### src/rtl/pipe_hazard_ctrl_if.sv
// Hazard-control bundle between the 5-stage pipeline datapath and
// pipe_hazard_ctrl.
//   master : the pipeline side. It drives hazard sources and receives the
//            stall/bubble controls.
//   slave  : the controller side.
// Handshake semantics: there is no valid/ready pair here. Every input is a
// level that is sampled each rising clock edge. The controls are
// combinational and apply to the same cycle. Data memory completes a
// request in the cycle where dmem_req and dmem_ready are both high.
// With PIPE_HAZARD_PERF_EN defined, three 32-bit performance counters are
// added to the bundle.
interface pipe_hazard_ctrl_if;
    logic [4:0] id_Rs;
    logic [4:0] id_Rt;
    logic       id_uses_rt;
    logic       ex_MemtoReg;
    logic       ex_RegWr;
    logic [4:0] ex_Rw;
    logic       jump_ex;
    logic       branch_mem;
    logic       dmem_req;
    logic       dmem_ready;
    logic       halt_req;
    logic       resume;
    logic       pc_stall;
    logic       if_stall;
    logic       if_bubble;
    logic       id_stall;
    logic       id_bubble;
    logic       ex_stall;
    logic       ex_bubble;
    logic       mem_stall;
    logic       mem_bubble;
    logic       halted;
    logic       mem_timeout;
    logic [1:0] state_dbg;
`ifdef PIPE_HAZARD_PERF_EN
    logic [31:0] perf_stall_cyc;
    logic [31:0] perf_flush_cnt;
    logic [31:0] perf_wait_cyc;
`endif

    modport master (
        output id_Rs, id_Rt, id_uses_rt, ex_MemtoReg, ex_RegWr, ex_Rw,
               jump_ex, branch_mem, dmem_req, dmem_ready, halt_req, resume,
        input  pc_stall, if_stall, if_bubble, id_stall, id_bubble,
               ex_stall, ex_bubble, mem_stall, mem_bubble, halted,
               mem_timeout, state_dbg
`ifdef PIPE_HAZARD_PERF_EN
        , input perf_stall_cyc, perf_flush_cnt, perf_wait_cyc
`endif
    );

    modport slave (
        input  id_Rs, id_Rt, id_uses_rt, ex_MemtoReg, ex_RegWr, ex_Rw,
               jump_ex, branch_mem, dmem_req, dmem_ready, halt_req, resume,
        output pc_stall, if_stall, if_bubble, id_stall, id_bubble,
               ex_stall, ex_bubble, mem_stall, mem_bubble, halted,
               mem_timeout, state_dbg
`ifdef PIPE_HAZARD_PERF_EN
        , output perf_stall_cyc, perf_flush_cnt, perf_wait_cyc
`endif
    );
endinterface

### src/rtl/pipe_hazard_ctrl.sv
// pipe_hazard_ctrl: the central stall/bubble scheduler for the 5-stage
// pipeline. It handles:
//   - post-reset warm-up (INIT),
//   - data-memory freezes and the sticky wait timeout,
//   - branch and jump flushes,
//   - load-use stalls,
//   - the halt / drain / resume sequence.
// Optional macro PIPE_HAZARD_PERF_EN adds the perf_stall_cyc,
// perf_flush_cnt and perf_wait_cyc counters.
module pipe_hazard_ctrl #(
    parameter int INIT_CYCLES  = 4,
    parameter int DRAIN_CYCLES = 3,
    parameter int WAIT_MAX     = 255,
    parameter int CNT_W        = 8
) (
    input  logic              Clk,
    input  logic              Reset,
    pipe_hazard_ctrl_if.slave hz
);
    typedef enum logic [1:0] {ST_INIT, ST_RUN, ST_DRAIN, ST_HALTED} state_e;

    localparam logic [CNT_W-1:0] INIT_LAST  = CNT_W'(INIT_CYCLES - 1);
    localparam logic [CNT_W-1:0] DRAIN_LAST = CNT_W'(DRAIN_CYCLES - 1);
    localparam logic [CNT_W-1:0] WAIT_LIM   = CNT_W'(WAIT_MAX);

    state_e           state_q, state_d;
    logic [CNT_W-1:0] cnt_q, cnt_d;
    logic [CNT_W-1:0] wait_q, wait_d;
    logic             timeout_q, timeout_d;
    logic             freeze, load_use;
    logic             lu_evt, flush_evt, frz_evt;
    logic             pc_stall, if_stall, if_bubble, id_stall, id_bubble;
    logic             ex_stall, ex_bubble, mem_stall, mem_bubble, halted;

    // Hazard detection. The freeze term only matters in RUN and DRAIN.
    always_comb begin
        freeze   = (state_q == ST_RUN || state_q == ST_DRAIN) &&
                   hz.dmem_req && !hz.dmem_ready;
        load_use = hz.ex_MemtoReg && hz.ex_RegWr && (hz.ex_Rw != 5'd0) &&
                   ((hz.ex_Rw == hz.id_Rs) ||
                    (hz.id_uses_rt && (hz.ex_Rw == hz.id_Rt)));
    end

    // Next state, counters and the combinational stall/bubble controls.
    always_comb begin
        state_d    = state_q;
        cnt_d      = cnt_q;
        wait_d     = '0;
        timeout_d  = timeout_q;
        pc_stall   = 1'b0;
        if_stall   = 1'b0;
        if_bubble  = 1'b0;
        id_stall   = 1'b0;
        id_bubble  = 1'b0;
        ex_stall   = 1'b0;
        ex_bubble  = 1'b0;
        mem_stall  = 1'b0;
        mem_bubble = 1'b0;
        halted     = 1'b0;
        lu_evt     = 1'b0;
        flush_evt  = 1'b0;
        frz_evt    = 1'b0;
        unique case (state_q)
            ST_INIT: begin
                pc_stall   = 1'b1;
                if_bubble  = 1'b1;
                id_bubble  = 1'b1;
                ex_bubble  = 1'b1;
                mem_bubble = 1'b1;
                if (cnt_q == INIT_LAST) begin
                    state_d = ST_RUN;
                    cnt_d   = '0;
                end else begin
                    cnt_d = cnt_q + 1'b1;
                end
            end
            ST_RUN, ST_DRAIN: begin
                if (freeze) begin
                    // The whole pipeline holds and MEM/WB takes a bubble.
                    // The wait counter saturates at the limit, so a long
                    // freeze cannot wrap it back below the timeout.
                    frz_evt    = 1'b1;
                    pc_stall   = 1'b1;
                    if_stall   = 1'b1;
                    id_stall   = 1'b1;
                    ex_stall   = 1'b1;
                    mem_bubble = 1'b1;
                    wait_d     = (wait_q == WAIT_LIM) ? wait_q : wait_q + 1'b1;
                    if (wait_d == WAIT_LIM) timeout_d = 1'b1;
                end else if (hz.branch_mem) begin
                    // A taken branch also cancels a halt that was on the
                    // wrong path.
                    flush_evt = 1'b1;
                    if_bubble = 1'b1;
                    id_bubble = 1'b1;
                    ex_bubble = 1'b1;
                    state_d   = ST_RUN;
                    cnt_d     = '0;
                end else if (state_q == ST_DRAIN) begin
                    // The halt sits in IF/ID while the older instructions
                    // retire.
                    pc_stall  = 1'b1;
                    if_stall  = 1'b1;
                    id_bubble = 1'b1;
                    if (cnt_q == DRAIN_LAST) begin
                        state_d = ST_HALTED;
                        cnt_d   = '0;
                    end else begin
                        cnt_d = cnt_q + 1'b1;
                    end
                end else if (hz.jump_ex) begin
                    flush_evt = 1'b1;
                    if_bubble = 1'b1;
                    id_bubble = 1'b1;
                end else if (load_use) begin
                    lu_evt    = 1'b1;
                    pc_stall  = 1'b1;
                    if_stall  = 1'b1;
                    id_bubble = 1'b1;
                end else if (hz.halt_req) begin
                    // The drain controls already apply in this cycle.
                    pc_stall  = 1'b1;
                    if_stall  = 1'b1;
                    id_bubble = 1'b1;
                    state_d   = ST_DRAIN;
                    cnt_d     = '0;
                end
            end
            ST_HALTED: begin
                if (hz.resume) begin
                    // Bubbling IF/ID discards the halt instruction.
                    if_bubble = 1'b1;
                    state_d   = ST_RUN;
                end else begin
                    pc_stall  = 1'b1;
                    if_stall  = 1'b1;
                    id_stall  = 1'b1;
                    ex_stall  = 1'b1;
                    mem_stall = 1'b1;
                    halted    = 1'b1;
                end
            end
            default: state_d = ST_INIT;
        endcase
    end

    // State, counter and sticky-timeout registers.
    always_ff @(posedge Clk or posedge Reset) begin
        if (Reset) begin
            state_q   <= ST_INIT;
            cnt_q     <= '0;
            wait_q    <= '0;
            timeout_q <= 1'b0;
        end else begin
            state_q   <= state_d;
            cnt_q     <= cnt_d;
            wait_q    <= wait_d;
            timeout_q <= timeout_d;
        end
    end

    assign hz.pc_stall    = pc_stall;
    assign hz.if_stall    = if_stall;
    assign hz.if_bubble   = if_bubble;
    assign hz.id_stall    = id_stall;
    assign hz.id_bubble   = id_bubble;
    assign hz.ex_stall    = ex_stall;
    assign hz.ex_bubble   = ex_bubble;
    assign hz.mem_stall   = mem_stall;
    assign hz.mem_bubble  = mem_bubble;
    assign hz.halted      = halted;
    assign hz.mem_timeout = timeout_d;
    assign hz.state_dbg   = state_q;

`ifdef PIPE_HAZARD_PERF_EN
    logic [31:0] perf_stall_q, perf_stall_d;
    logic [31:0] perf_flush_q, perf_flush_d;
    logic [31:0] perf_wait_q, perf_wait_d;

    // Event counters, free-running and wrapping at 2^32.
    always_comb begin
        perf_stall_d = perf_stall_q + {31'd0, lu_evt};
        perf_flush_d = perf_flush_q + {31'd0, flush_evt};
        perf_wait_d  = perf_wait_q + {31'd0, frz_evt};
    end

    // Performance counter registers.
    always_ff @(posedge Clk or posedge Reset) begin
        if (Reset) begin
            perf_stall_q <= '0;
            perf_flush_q <= '0;
            perf_wait_q  <= '0;
        end else begin
            perf_stall_q <= perf_stall_d;
            perf_flush_q <= perf_flush_d;
            perf_wait_q  <= perf_wait_d;
        end
    end

    assign hz.perf_stall_cyc = perf_stall_q;
    assign hz.perf_flush_cnt = perf_flush_q;
    assign hz.perf_wait_cyc  = perf_wait_q;
`else
    logic unused_evt;
    assign unused_evt = lu_evt ^ flush_evt ^ frz_evt;
`endif
endmodule

### src/flat_wrapper.sv
// flat-port wrapper written by rule: the top's interface ports become plain ports
module pipe_hazard_ctrl_flat 
#(
    parameter int INIT_CYCLES  = 4,
    parameter int DRAIN_CYCLES = 3,
    parameter int WAIT_MAX     = 255,
    parameter int CNT_W        = 8
)
  (Clk, Reset, hz_id_Rs, hz_id_Rt, hz_id_uses_rt, hz_ex_MemtoReg, hz_ex_RegWr, hz_ex_Rw, hz_jump_ex, hz_branch_mem, hz_dmem_req, hz_dmem_ready, hz_halt_req, hz_resume, hz_pc_stall, hz_if_stall, hz_if_bubble, hz_id_stall, hz_id_bubble, hz_ex_stall, hz_ex_bubble, hz_mem_stall, hz_mem_bubble, hz_halted, hz_mem_timeout, hz_state_dbg);
  pipe_hazard_ctrl_if hz_i ();
  input  logic Clk;
  input  logic Reset;
  input wire logic [$bits(hz_i.id_Rs)-1:0] hz_id_Rs;
  input wire logic [$bits(hz_i.id_Rt)-1:0] hz_id_Rt;
  input wire logic [$bits(hz_i.id_uses_rt)-1:0] hz_id_uses_rt;
  input wire logic [$bits(hz_i.ex_MemtoReg)-1:0] hz_ex_MemtoReg;
  input wire logic [$bits(hz_i.ex_RegWr)-1:0] hz_ex_RegWr;
  input wire logic [$bits(hz_i.ex_Rw)-1:0] hz_ex_Rw;
  input wire logic [$bits(hz_i.jump_ex)-1:0] hz_jump_ex;
  input wire logic [$bits(hz_i.branch_mem)-1:0] hz_branch_mem;
  input wire logic [$bits(hz_i.dmem_req)-1:0] hz_dmem_req;
  input wire logic [$bits(hz_i.dmem_ready)-1:0] hz_dmem_ready;
  input wire logic [$bits(hz_i.halt_req)-1:0] hz_halt_req;
  input wire logic [$bits(hz_i.resume)-1:0] hz_resume;
  output wire logic [$bits(hz_i.pc_stall)-1:0] hz_pc_stall;
  output wire logic [$bits(hz_i.if_stall)-1:0] hz_if_stall;
  output wire logic [$bits(hz_i.if_bubble)-1:0] hz_if_bubble;
  output wire logic [$bits(hz_i.id_stall)-1:0] hz_id_stall;
  output wire logic [$bits(hz_i.id_bubble)-1:0] hz_id_bubble;
  output wire logic [$bits(hz_i.ex_stall)-1:0] hz_ex_stall;
  output wire logic [$bits(hz_i.ex_bubble)-1:0] hz_ex_bubble;
  output wire logic [$bits(hz_i.mem_stall)-1:0] hz_mem_stall;
  output wire logic [$bits(hz_i.mem_bubble)-1:0] hz_mem_bubble;
  output wire logic [$bits(hz_i.halted)-1:0] hz_halted;
  output wire logic [$bits(hz_i.mem_timeout)-1:0] hz_mem_timeout;
  output wire logic [$bits(hz_i.state_dbg)-1:0] hz_state_dbg;
  assign hz_i.id_Rs = hz_id_Rs;
  assign hz_i.id_Rt = hz_id_Rt;
  assign hz_i.id_uses_rt = hz_id_uses_rt;
  assign hz_i.ex_MemtoReg = hz_ex_MemtoReg;
  assign hz_i.ex_RegWr = hz_ex_RegWr;
  assign hz_i.ex_Rw = hz_ex_Rw;
  assign hz_i.jump_ex = hz_jump_ex;
  assign hz_i.branch_mem = hz_branch_mem;
  assign hz_i.dmem_req = hz_dmem_req;
  assign hz_i.dmem_ready = hz_dmem_ready;
  assign hz_i.halt_req = hz_halt_req;
  assign hz_i.resume = hz_resume;
  assign hz_pc_stall = hz_i.pc_stall;
  assign hz_if_stall = hz_i.if_stall;
  assign hz_if_bubble = hz_i.if_bubble;
  assign hz_id_stall = hz_i.id_stall;
  assign hz_id_bubble = hz_i.id_bubble;
  assign hz_ex_stall = hz_i.ex_stall;
  assign hz_ex_bubble = hz_i.ex_bubble;
  assign hz_mem_stall = hz_i.mem_stall;
  assign hz_mem_bubble = hz_i.mem_bubble;
  assign hz_halted = hz_i.halted;
  assign hz_mem_timeout = hz_i.mem_timeout;
  assign hz_state_dbg = hz_i.state_dbg;
  pipe_hazard_ctrl #(.INIT_CYCLES(INIT_CYCLES), .DRAIN_CYCLES(DRAIN_CYCLES), .WAIT_MAX(WAIT_MAX), .CNT_W(CNT_W)) u_core (.Clk(Clk), .Reset(Reset), .hz(hz_i));
endmodule
### config.mk
export PLATFORM = sky130hd
export DESIGN_NAME = pipe_hazard_ctrl_flat
export DESIGN_NICKNAME = d
export VERILOG_FILES = /design/src/rtl/pipe_hazard_ctrl_if.sv /design/src/rtl/pipe_hazard_ctrl.sv /design/src/flat_wrapper.sv
export SDC_FILE = /design/constraint.sdc
export NUM_CORES = 1
export LEC_CHECK = 0
export BUFFER_PORTS_ARGS = -buffer_cell sky130_fd_sc_hd__buf_2
export CAP_MARGIN = 40
export CORE_MARGIN = 5
export CORE_UTILIZATION = 52
export CTS_CLUSTER_SIZE = 10
export DETAILED_ROUTE_END_ITERATION = 10
export PLACE_DENSITY = 0.79
export SETUP_SLACK_MARGIN = 0.3
export SLEW_MARGIN = 20
export SYNTH_ARGS = -nofsm -noshare
export SYNTH_HDL_FRONTEND = slang
export SYNTH_SLANG_ARGS = --single-unit
### constraint.sdc
create_clock -name Clk -period 2.5 [get_ports Clk]
set_clock_uncertainty 0.05 [all_clocks]
set_input_delay 0.25 -clock Clk [delete_from_list [all_inputs] [get_ports Clk]]
set_output_delay 0.25 -clock Clk [all_outputs]
set_load 0.05 [all_outputs]
==> results.tsv, run 1 <==
stage	metric	value	unit
drt	drtAntennaViolNets	0	
layout	register_area	482	um2
grt	antenna_found_initial	0	
place	port_buffers	38	
floorplan	rows	19	
power_and_ir_drop	power_frac_seq	0.159	
flow_run	drv_cap	0	
sta	holdWs	3.14	ps
worst_setup_path	crit_slowest_cell	dfrtp_1	
layout	multi_input_area	1190	um2
floorplan	die_area	3860	um2
worst_setup_path	cp.depth	7	
worst_setup_path	r2r_start	u_core.cnt_q[1]	
place	dp_hpwl	2770	um
sta	finalCriticalPeriod	2250	ps
sta	hold_violations	0	
worst_setup_path	worstPathRequired	2200	ps
logic_synthesis	synth_top_area_frac	0.337	
floorplan	die_height	62.1	um
sta	fin_ws	248	ps
worst_setup_path	path_delay_family	compound AO/OA/AOI/OAI gates	
logic_synthesis	synth_cells	163	
sta	timing.fmax	444	MHz
hold_path	hold_path_class	input port to asynchronous set/reset pin	
worst_setup_path	critical_path.cell_chain	ha_4 -> and3_4 -> and3_4 -> a21oi_1 -> nor3_2 -> a31o_2 -> buf_6	
clocking	numCtsBuffers	3	
drt	wl_per_cell	17.2	um
sta	setup_viol	0	
layout	antenna_cells	0	
worst_setup_path	rr_endpoint	u_core.cnt_q[4]	
floorplan	coreArea	2690	um2
place	routabilityCongestion	0.901	
logic_synthesis	yosys.area_share.simple	0.256	
grt	grt_max_degree	20	
power_and_ir_drop	p_switching	1.23	mW
power_and_ir_drop	p_leak	1.00	nW
sta	finalCritPeriodShare	0.901	
logic_synthesis	yosysTopAreaCell	dfrtp_1	
clocking	cts.sinks	19	
sta	rsz0062_at_grt	yes	
logic_synthesis	yosysSeqAreaShare	0.337	
logic_synthesis	syn_area_per_cell	8.67	um2
drt	num_vias	1548	
logic_synthesis	synth_adder_area_share	0.0620	
layout	design_area	2220	um2
clocking	cts.clk_slew.worst_paths	130	ps
sta	tightest_slew	787	ps
sta	relSlewSlack	0.475	
floorplan	chipWidth	62.1	um
logic_synthesis	synth_top_family_by_area	simple AND/OR/NAND/NOR gates	
drt	initialDrtViolationCount	70	
clocking	cts_buffer_depth	2	
logic_synthesis	synthTopCellsByArea	dfrtp_1 (34%), nor2_1 (6.4%), ha_1 (6.2%), xor2_1 (6.2%), o41ai_1 (5.6%)	
logic_synthesis	synth_common_cells	nor2_1 (24), dfrtp_1 (19), xor2_1 (10)	
grt	grt_remaining_overflow	0	
logic_synthesis	syn-num-nets	196	
place	postPlaceCellArea	1730	um2
logic_synthesis	synth_ff_type	dfrtp_1	
logic_synthesis	synth_xor_area_frac	0.0744	
floorplan	io_pins	39	
worst_setup_path	critPathMaxFanout	4	
worst_setup_path	critical-path-top-cell-by-count	and3_4	
clocking	cts_tree	built	
drt	via_per_inst	5.93	
logic_synthesis	ys_warn_count	0	
drt	dr.pass1.iters	4	
logic_synthesis	synth_compound_area_frac	0.190	
worst_setup_path	r2r_slack	250	ps
grt	grt_pass1_vias	1498	
logic_synthesis	synth_mux_area_frac	0.0372	
power_and_ir_drop	cell_internal_pwr	1.17	mW
worst_setup_path	rr_worst_depth	8	
logic_synthesis	synth_edf_count	0	
layout	nets	264	
clocking	cts_root_buf	clkbuf_4	
drt	drc	0	
worst_setup_path	cp.arrival	1950	ps
power_and_ir_drop	p_comb_frac	0.769	
logic_synthesis	post-synth-top-count-cell	nor2_1	
layout	area_growth	57.4	%
power_and_ir_drop	switching_share	0.514	
power_and_ir_drop	ir_drop	1.28	mV
layout	drive_above_1_share	0.570	
logic_synthesis	yosysUniqueCellTypes	41	
layout	fill_cells	151	
power_and_ir_drop	p_clk_frac	0.072	
place	post-place-ws	83.5	ps
logic_synthesis	ys_ff_latch	19	
grt	grt_pass1_wl	6580	um
drt	wl	4480	um
grt	track_usage	0.204	
clocking	clk_latency	320	ps
clocking	hold_buffers	0	
logic_synthesis	synth_area	1410	um2
run_status	status	finished, final reports clean	
logic_synthesis	synthArstFlopShare	1.00	
floorplan	start_util	0.526	
worst_setup_path	end_kind	output port	
power_and_ir_drop	power_density	1080	nW/um2
sta	tns	0	ps
sta	report.final.slew_viol_count	0	
worst_setup_path	critPathBufInv	1	
worst_setup_path	cpPeakStageDelay	430	ps
worst_setup_path	start_kind	flop	
worst_setup_path	crit_type	flop to output port	
clocking	htree_levels	1	
==> final cells by class <==
cell class | instances | area share
Multi-Input combinational cell | 130 | 0.535
Sequential cell | 19 | 0.217
Timing Repair Buffer | 69 | 0.204
Tap cell | 31 | 0.0174
Inverter | 8 | 0.0146
Clock buffer | 3 | 0.0101
Clock inverter | 1 | 0.00225
==> worst max path at each step <==
stage	start	to	slack (ps)
6_report	u_core.wait_q[1]	hz_mem_timeout	250
4_1_cts	u_core.wait_q[1]	hz_mem_timeout	230
3_3_place_gp	hz_ex_Rw[4]	u_core.cnt_q[0]	150
2_1_floorplan	u_core.hz.state_dbg[1]	u_core.cnt_q[0]	250
3_5_place_dp	hz_ex_Rw[4]	u_core.cnt_q[0]	80
5_1_grt	u_core.wait_q[1]	hz_mem_timeout	150
==> layer usage <==
layer / GRT usage / share of wire / up-vias
li1: - / - / 732
met1: 0.248 / 0.41 / 741
met2: 0.358 / 0.51 / 58
met3: 0.0324 / 0.042 / 17
met4: 0.0759 / 0.031 / 0
met5: 0 / 0 / -
==> logic make-up after synthesis <==
group	after synthesis
AOI/OAI and AO/OA	40
and+or+nand+nor	66
muxes	5
adders and majority gates	7
buffers and inverters	14
DFF	19
xor gates and xnor gates	12
==> registers in the layout, summed over array words and instances (netlist names) <==
name                 cells
u_core.cnt_q             8
u_core.hz.state_dbg      2
u_core.wait_q            8
u_core.timeout_q         1
==> layout by cell type (no fill, tap or decap), types with 4 or more instances in the layout <==
cell type	count
dfrtp_2	5
o41ai_2	5
inv_1	5
dfrtp_1	14
nor2_2	5
buf_6	5
a21oi_1	5
buf_4	31
o41ai_1	4
o21ai_0	5
nor2_1	16
buf_2	33
nor2b_1	4
xor2_1	10
==> power by group through the flow <==
stage / Combinational (mW) / Sequential [mW] / Clock (mW)
6_report: 1.85 / 0.381 / 0.174
5_1_grt: 1.95 / 0.385 / 0.189
4_1_cts: 1.49 / 0.380 / 0.169
3_5_place_dp: 1.30 / 0.398 / 0
3_3_place_gp: 1.27 / 0.396 / 0
2_1_floorplan: 1.02 / 0.438 / 0
==> metrics by stage <==
stage          total power, mW  std cells  utilization
2_1_floorplan             1.46        163            -
3_3_place_gp              1.66        229        0.645
3_5_place_dp              1.70        229        0.645
4_1_cts                   2.04        244        0.726
5_1_grt                   2.52        261        0.828
6_report                  2.40        261        0.828
==> timing repair <==
item | in CTS | in global routing
pin swaps | 4 | 17
buffers inserted | 11 | 17
gates resized for setup | 25 | 36
endpoints found under the setup margin | 18 | 13
Power figures use the tool's default switching activity.
==> inputs of run 2 (changes only) <==
==> constraint.sdc (replaced) <==
create_clock -name Clk -period 2.5 [get_ports Clk]
set_clock_uncertainty 0.05 [all_clocks]
set_input_delay 0 -clock Clk [delete_from_list [all_inputs] [get_ports Clk]]
set_output_delay 0 -clock Clk [all_outputs]
set_load 0.05 [all_outputs]
==> results.tsv, run 2 (synthesis gave the netlist of run 1 again) <==
stage	metric	value	unit	change
run_status	status	finished, final reports clean		unchanged
place	port_buffers	38		unchanged
worst_setup_path	critPathMaxFanout	6		was 4
drt	drtAntennaViolNets	0		unchanged
worst_setup_path	cp.arrival	2320	ps	was 1950 ps
power_and_ir_drop	ir_drop	1.47	mV	was 1.28 mV
sta	finalCriticalPeriod	2150	ps	was 2250 ps
drt	drc	0		unchanged
place	postPlaceCellArea	1720	um2	was 1730 um2
hold_path	hold_path_class	input port to flop		was input port to asynchronous set/reset pin
clocking	clk_latency	300	ps	was 320 ps
clocking	cts_tree	built		unchanged
drt	num_vias	1488		was 1548
place	post-place-ws	65.8	ps	was 83.5 ps
sta	tightest_slew	707	ps	was 787 ps
worst_setup_path	worstPathRequired	2670	ps	was 2200 ps
worst_setup_path	crit_slowest_cell	or4b_4		was dfrtp_1
worst_setup_path	critical-path-top-cell-by-count	or4b_4		was and3_4
worst_setup_path	start_kind	flop		unchanged
sta	tns	0	ps	unchanged
layout	drive_above_1_share	0.466		was 0.570
clocking	numCtsBuffers	3		unchanged
worst_setup_path	path_delay_family	simple AND/OR/NAND/NOR gates		was compound AO/OA/AOI/OAI gates
drt	wl_per_cell	16.5	um	was 17.2 um
place	routabilityCongestion	0.833		was 0.901
grt	track_usage	0.203		was 0.204
worst_setup_path	end_kind	flop		was output port
grt	grt_remaining_overflow	0		unchanged
layout	area_growth	43.2	%	was 57.4%
drt	dr.pass1.iters	4		unchanged
sta	timing.fmax	466	MHz	was 444 MHz
power_and_ir_drop	p_leak	0.921	nW	was 1.00 nW
hold_path	min_from	hz_dmem_req		
floorplan	rows	19		unchanged
clocking	cts_root_buf	clkbuf_4		unchanged
sta	hold_violations	0		unchanged
sta	relSlewSlack	0.528		was 0.475
grt	grt_pass1_vias	1410		was 1498
drt	wl	4130	um	was 4480 um
sta	report.final.slew_viol_count	0		unchanged
floorplan	start_util	0.526		unchanged
sta	rsz0062_at_grt	yes		unchanged
grt	antenna_found_initial	0		unchanged
layout	nets	253		was 264
power_and_ir_drop	power_density	993	nW/um2	was 1080 nW/um2
clocking	cts.sinks	19		unchanged
floorplan	die_height	62.1	um	unchanged
floorplan	io_pins	39		unchanged
worst_setup_path	critical_path.cell_chain	nand2b_1 -> or4b_4 -> a21oi_2 -> or4b_4 -> mux2i_1		was ha_4 -> and3_4 -> and3_4 -> a21oi_1 -> nor3_2 -> a31o_2 -> buf_6
floorplan	chipWidth	62.1	um	unchanged
clocking	cts_buffer_depth	2		unchanged
drt	via_per_inst	5.95		was 5.93
sta	finalCritPeriodShare	0.858		was 0.901
clocking	htree_levels	1		unchanged
clocking	cts.clk_slew.worst_paths	120	ps	was 130 ps
grt	grt_pass1_wl	6590	um	was 6580 um
worst_setup_path	critPathBufInv	0		was 1
worst_setup_path	cpPeakStageDelay	540	ps	was 430 ps
floorplan	coreArea	2690	um2	unchanged
layout	final_common_cell	buf_2		unchanged
flow_run	drv_cap	0		unchanged
layout	design_area	2020	um2	was 2220 um2
sta	fin_ws	354	ps	was 248 ps
grt	grt_max_degree	20		unchanged
layout	final_cell_mix	buf_2 (37), nor2_1 (22), buf_4 (17)		was buf_2 (33), buf_4 (31), nor2_1 (16)
floorplan	die_area	3860	um2	unchanged
layout	antenna_cells	0		unchanged
worst_setup_path	crit_type	flop to flop		was flop to output port
sta	holdWs	33.5	ps	was 3.14 ps
place	dp_hpwl	2760	um	was 2770 um
worst_setup_path	r2r_start	u_core.cnt_q[2]		was u_core.cnt_q[1]
sta	setup_viol	0		unchanged
drt	initialDrtViolationCount	111		was 70
worst_setup_path	crit_start	u_core.cnt_q[2]		was u_core.wait_q[1]
-- run 2: changes by cell type in the layout (fill, tap and decap cells not counted), moves of 4 or more --
cell    before  now
nor2_2       5    1
buf_4       31   17
nor2_1      16   22
buf_2       33   37
buf_6        5    1
-- run 2: what timing repair did --
item / CTS / global route
buffers inserted: 8 / 6
hold buffers: 2 / 0
hold endpoints to repair: 20 / 0
gates resized for setup: 17 / 15
gates cloned: 1 / 0
setup endpoints to repair: 11 / 13
pin swaps: 4 / 8
-- run 2: layer usage --
metal / vias up / GRT usage / routed length, um
met5: - / 0 / 0
met4: 0 / 0.0488 / 42
met3: 6 / 0.0432 / 254
met2: 51 / 0.352 / 2080
met1: 714 / 0.254 / 1760
li1: 717 / - / -
-- run 2: final cells by class --
type | instances | area [um2]
multi-input combinational | 131 | 1100
sequential | 19 | 480
clock buffer | 3 | 22.5
timing repair buffer | 57 | 344
fill | 198 | 663
inverter | 8 | 30.0
clock inverter | 1 | 5.00
tap | 31 | 38.8
-- run 2: report_power, final --
group          total, mW  internal [mW]  leakage [nW]  switching [mW]
logic               1.46          0.491         0.651           0.968
registers          0.388          0.348         0.253          0.0403
clock network      0.164         0.0597        0.0177           0.104
-- run 2: final timing paths --
check | to | slack, ps | depth (start not counted)
hold / removal | u_core.wait_q[2] | 30 | 5
min in group asynchronous | u_core.cnt_q[6] | 280 | 3
hold reg to reg | u_core.timeout_q | 440 | 1
max in group asynchronous | u_core.hz.state_dbg[1] | 1630 | 3
setup / recovery | u_core.hz.state_dbg[1] | 350 | 5
setup reg to reg | u_core.hz.state_dbg[1] | 350 | 5
-- run 2: tightest hold or removal path, cell delays in order --
cell,delay (ps)
buf_2,100
nand2_2,90
nor2_4,60
o21ai_0,70
a31oi_1,40
-- run 2: through the flow --
step / utilization / total power [mW] / instances
after floorplan: - / 1.42 / 163
after global placement: 0.640 / 1.61 / 229
after detailed placement: 0.640 / 1.65 / 229
after CTS: 0.713 / 1.94 / 244
after global routing: 0.753 / 2.13 / 250
final: 0.753 / 2.01 / 250
==> inputs of run 3 (changes only) <==
GPL_TIMING_DRIVEN = 0   (was unset)
==> results.tsv, run 3 (synthesis gave the netlist of run 1 again) <==
stage	metric	value	unit	change
run_status	status	finished, final reports clean		unchanged
power_and_ir_drop	p_leak	1.02	nW	was 0.921 nW
sta	fin_ws	198	ps	was 354 ps
grt	grt_remaining_overflow	0		unchanged
floorplan	chipWidth	62.1	um	unchanged
floorplan	io_pins	39		unchanged
worst_setup_path	r2r_slack	200	ps	was 350 ps
grt	grt_pass1_vias	1515		was 1410
layout	area_growth	56.2	%	was 43.2%
drt	drtAntennaViolNets	0		unchanged
sta	finalCriticalPeriod	2300	ps	was 2150 ps
drt	drc	0		unchanged
sta	hold_violations	0		unchanged
clocking	cts_buffer_depth	2		unchanged
clocking	cts.sinks	19		unchanged
place	dp_hpwl	2750	um	was 2760 um
grt	grt_max_degree	20		unchanged
floorplan	die_area	3860	um2	unchanged
hold_path	hold_path_class	input port to flop		unchanged
layout	fill_cells	160		was 198
sta	timing.fmax	434	MHz	was 466 MHz
worst_setup_path	crit_type	flop to flop		unchanged
worst_setup_path	end_kind	flop		unchanged
sta	relSlewSlack	0.511		was 0.528
sta	rsz0062_at_grt	yes		unchanged
sta	tightest_slew	733	ps	was 707 ps
drt	initialDrtViolationCount	97		was 111
power_and_ir_drop	ir_drop	0.968	mV	was 1.47 mV
sta	finalCritPeriodShare	0.921		was 0.858
power_and_ir_drop	switching_share	0.515		was 0.553
clocking	clk_latency	320	ps	was 300 ps
sta	tns	0	ps	unchanged
place	post-place-ws	117	ps	was 65.8 ps
clocking	cts.clk_slew.worst_paths	110	ps	was 120 ps
place	port_buffers	38		unchanged
layout	nets	271		was 253
layout	antenna_cells	0		unchanged
clocking	cts_tree	built		unchanged
clocking	numCtsBuffers	3		unchanged
worst_setup_path	start_kind	flop		unchanged
power_and_ir_drop	p_clk_frac	0.069		was 0.081
clocking	cts_root_buf	clkbuf_4		unchanged
drt	via_per_inst	6.08		was 5.95
worst_setup_path	critPathMaxFanout	4		was 6
power_and_ir_drop	p_comb_frac	0.772		was 0.726
layout	drive_above_1_share	0.515		was 0.466
drt	wl_per_cell	17.9	um	was 16.5 um
worst_setup_path	cp.arrival	2430	ps	was 2320 ps
floorplan	die_height	62.1	um	unchanged
worst_setup_path	worstPathRequired	2630	ps	was 2670 ps
drt	num_vias	1630		was 1488
power_and_ir_drop	power_frac_seq	0.159		was 0.193
place	routabilityCongestion	0.849		was 0.833
sta	report.final.slew_viol_count	0		unchanged
clocking	htree_levels	1		unchanged
floorplan	rows	19		unchanged
grt	antenna_found_initial	0		unchanged
floorplan	start_util	0.526		unchanged
floorplan	coreArea	2690	um2	unchanged
drt	dr.pass1.iters	5		was 4
power_and_ir_drop	power	2.39	mW	was 2.01 mW
power_and_ir_drop	p_switching	1.23	mW	was 1.11 mW
power_and_ir_drop	power_density	1080	nW/um2	was 993 nW/um2
layout	final_common_cell	buf_2		unchanged
layout	final_cell_mix	buf_2 (38), buf_4 (28), nor2_1 (20)		was buf_2 (37), nor2_1 (22), buf_4 (17)
sta	setup_viol	0		unchanged
drt	wl	4790	um	was 4130 um
flow_run	drv_cap	0		unchanged
grt	grt_pass1_wl	6960	um	was 6590 um
power_and_ir_drop	cell_internal_pwr	1.16	mW	was 0.898 mW
grt	track_usage	0.214		was 0.203
-- run 3: cell count changes in the layout (fill, tap and decap cells not counted), sizes merged --
cell,delta
a21oi,-1
buf,+18
clkbuf,+1
-- run 3: cell type report --
cell class	count	area (um2)	share of cell area
plain buffers	6	60.1	0.0272
flip-flops and latches	19	479	0.217
well taps	31	38.8	0.0176
multi-input cells	130	1110	0.505
clock buffers	3	22.5	0.0102
inverters	8	32.5	0.0147
clock inverters	1	5.00	0.00227
repair buffers	70	454	0.206
-- run 3: layer usage --
layer  vias to the layer above  global-route usage  wire (um)
met3                        22              0.0541        397
met4                         0              0.0623        172
met1                       768               0.258       1740
met2                        90               0.370       2490
li1                        750                   -          -
met5                         -                   0          0
-- run 3: critical path, cell delays in order (launching register included) --
cell	delay (ps)
dfrtp_1	380
ha_2	190
nand2b_1	80
or4b_4	530
a21oi_4	220
buf_6	140
buf_4	100
nor2_1	30
o41ai_1	280
o31ai_1	160
-- run 3: stage by stage --
| step | instances | area [um2] | util | hold slack, ps |
|---|---|---|---|---|
| 3_3_place_gp | 232 | 1750 | 0.651 | 90.2 |
| 3_5_place_dp | 233 | 1750 | 0.653 | 103 |
| 6_report | 268 | 2210 | 0.822 | 5.35 |
| 5_1_grt | 268 | 2210 | 0.822 | 62.3 |
| 2_1_floorplan | 163 | 1520 | - | -99.0 |
| 4_1_cts | 254 | 1990 | 0.741 | 61.1 |
-- run 3: timing repair --
| item | in CTS | in global routing |
|---|---|---|
| setup endpoints to repair | 10 | 17 |
| pin swaps | 8 | 6 |
| endpoints found under the hold margin | 21 | 0 |
| buffers inserted | 15 | 14 |
| hold buffers | 2 | 0 |
| resized for setup | 17 | 26 |
-- run 3: worst paths after layout --
path	from	to	depth (start not counted)
setup / recovery	u_core.cnt_q[1]	u_core.cnt_q[2]	9
hold / removal	hz_dmem_req	u_core.wait_q[5]	5
setup reg to reg	u_core.cnt_q[1]	u_core.cnt_q[2]	9
hold reg to reg	u_core.timeout_q	u_core.timeout_q	1
max in group asynchronous	Reset	u_core.hz.state_dbg[0]	3
min in group asynchronous	Reset	u_core.cnt_q[0]	3
-- run 3: power groups by stage --
stage	clock, mW	sequential (mW)	combinational [mW]
6_report	0.165	0.379	1.84
4_1_cts	0.161	0.375	1.50
3_5_place_dp	0	0.397	1.29
5_1_grt	0.185	0.384	1.96
3_3_place_gp	0	0.394	1.26
2_1_floorplan	0	0.437	0.983
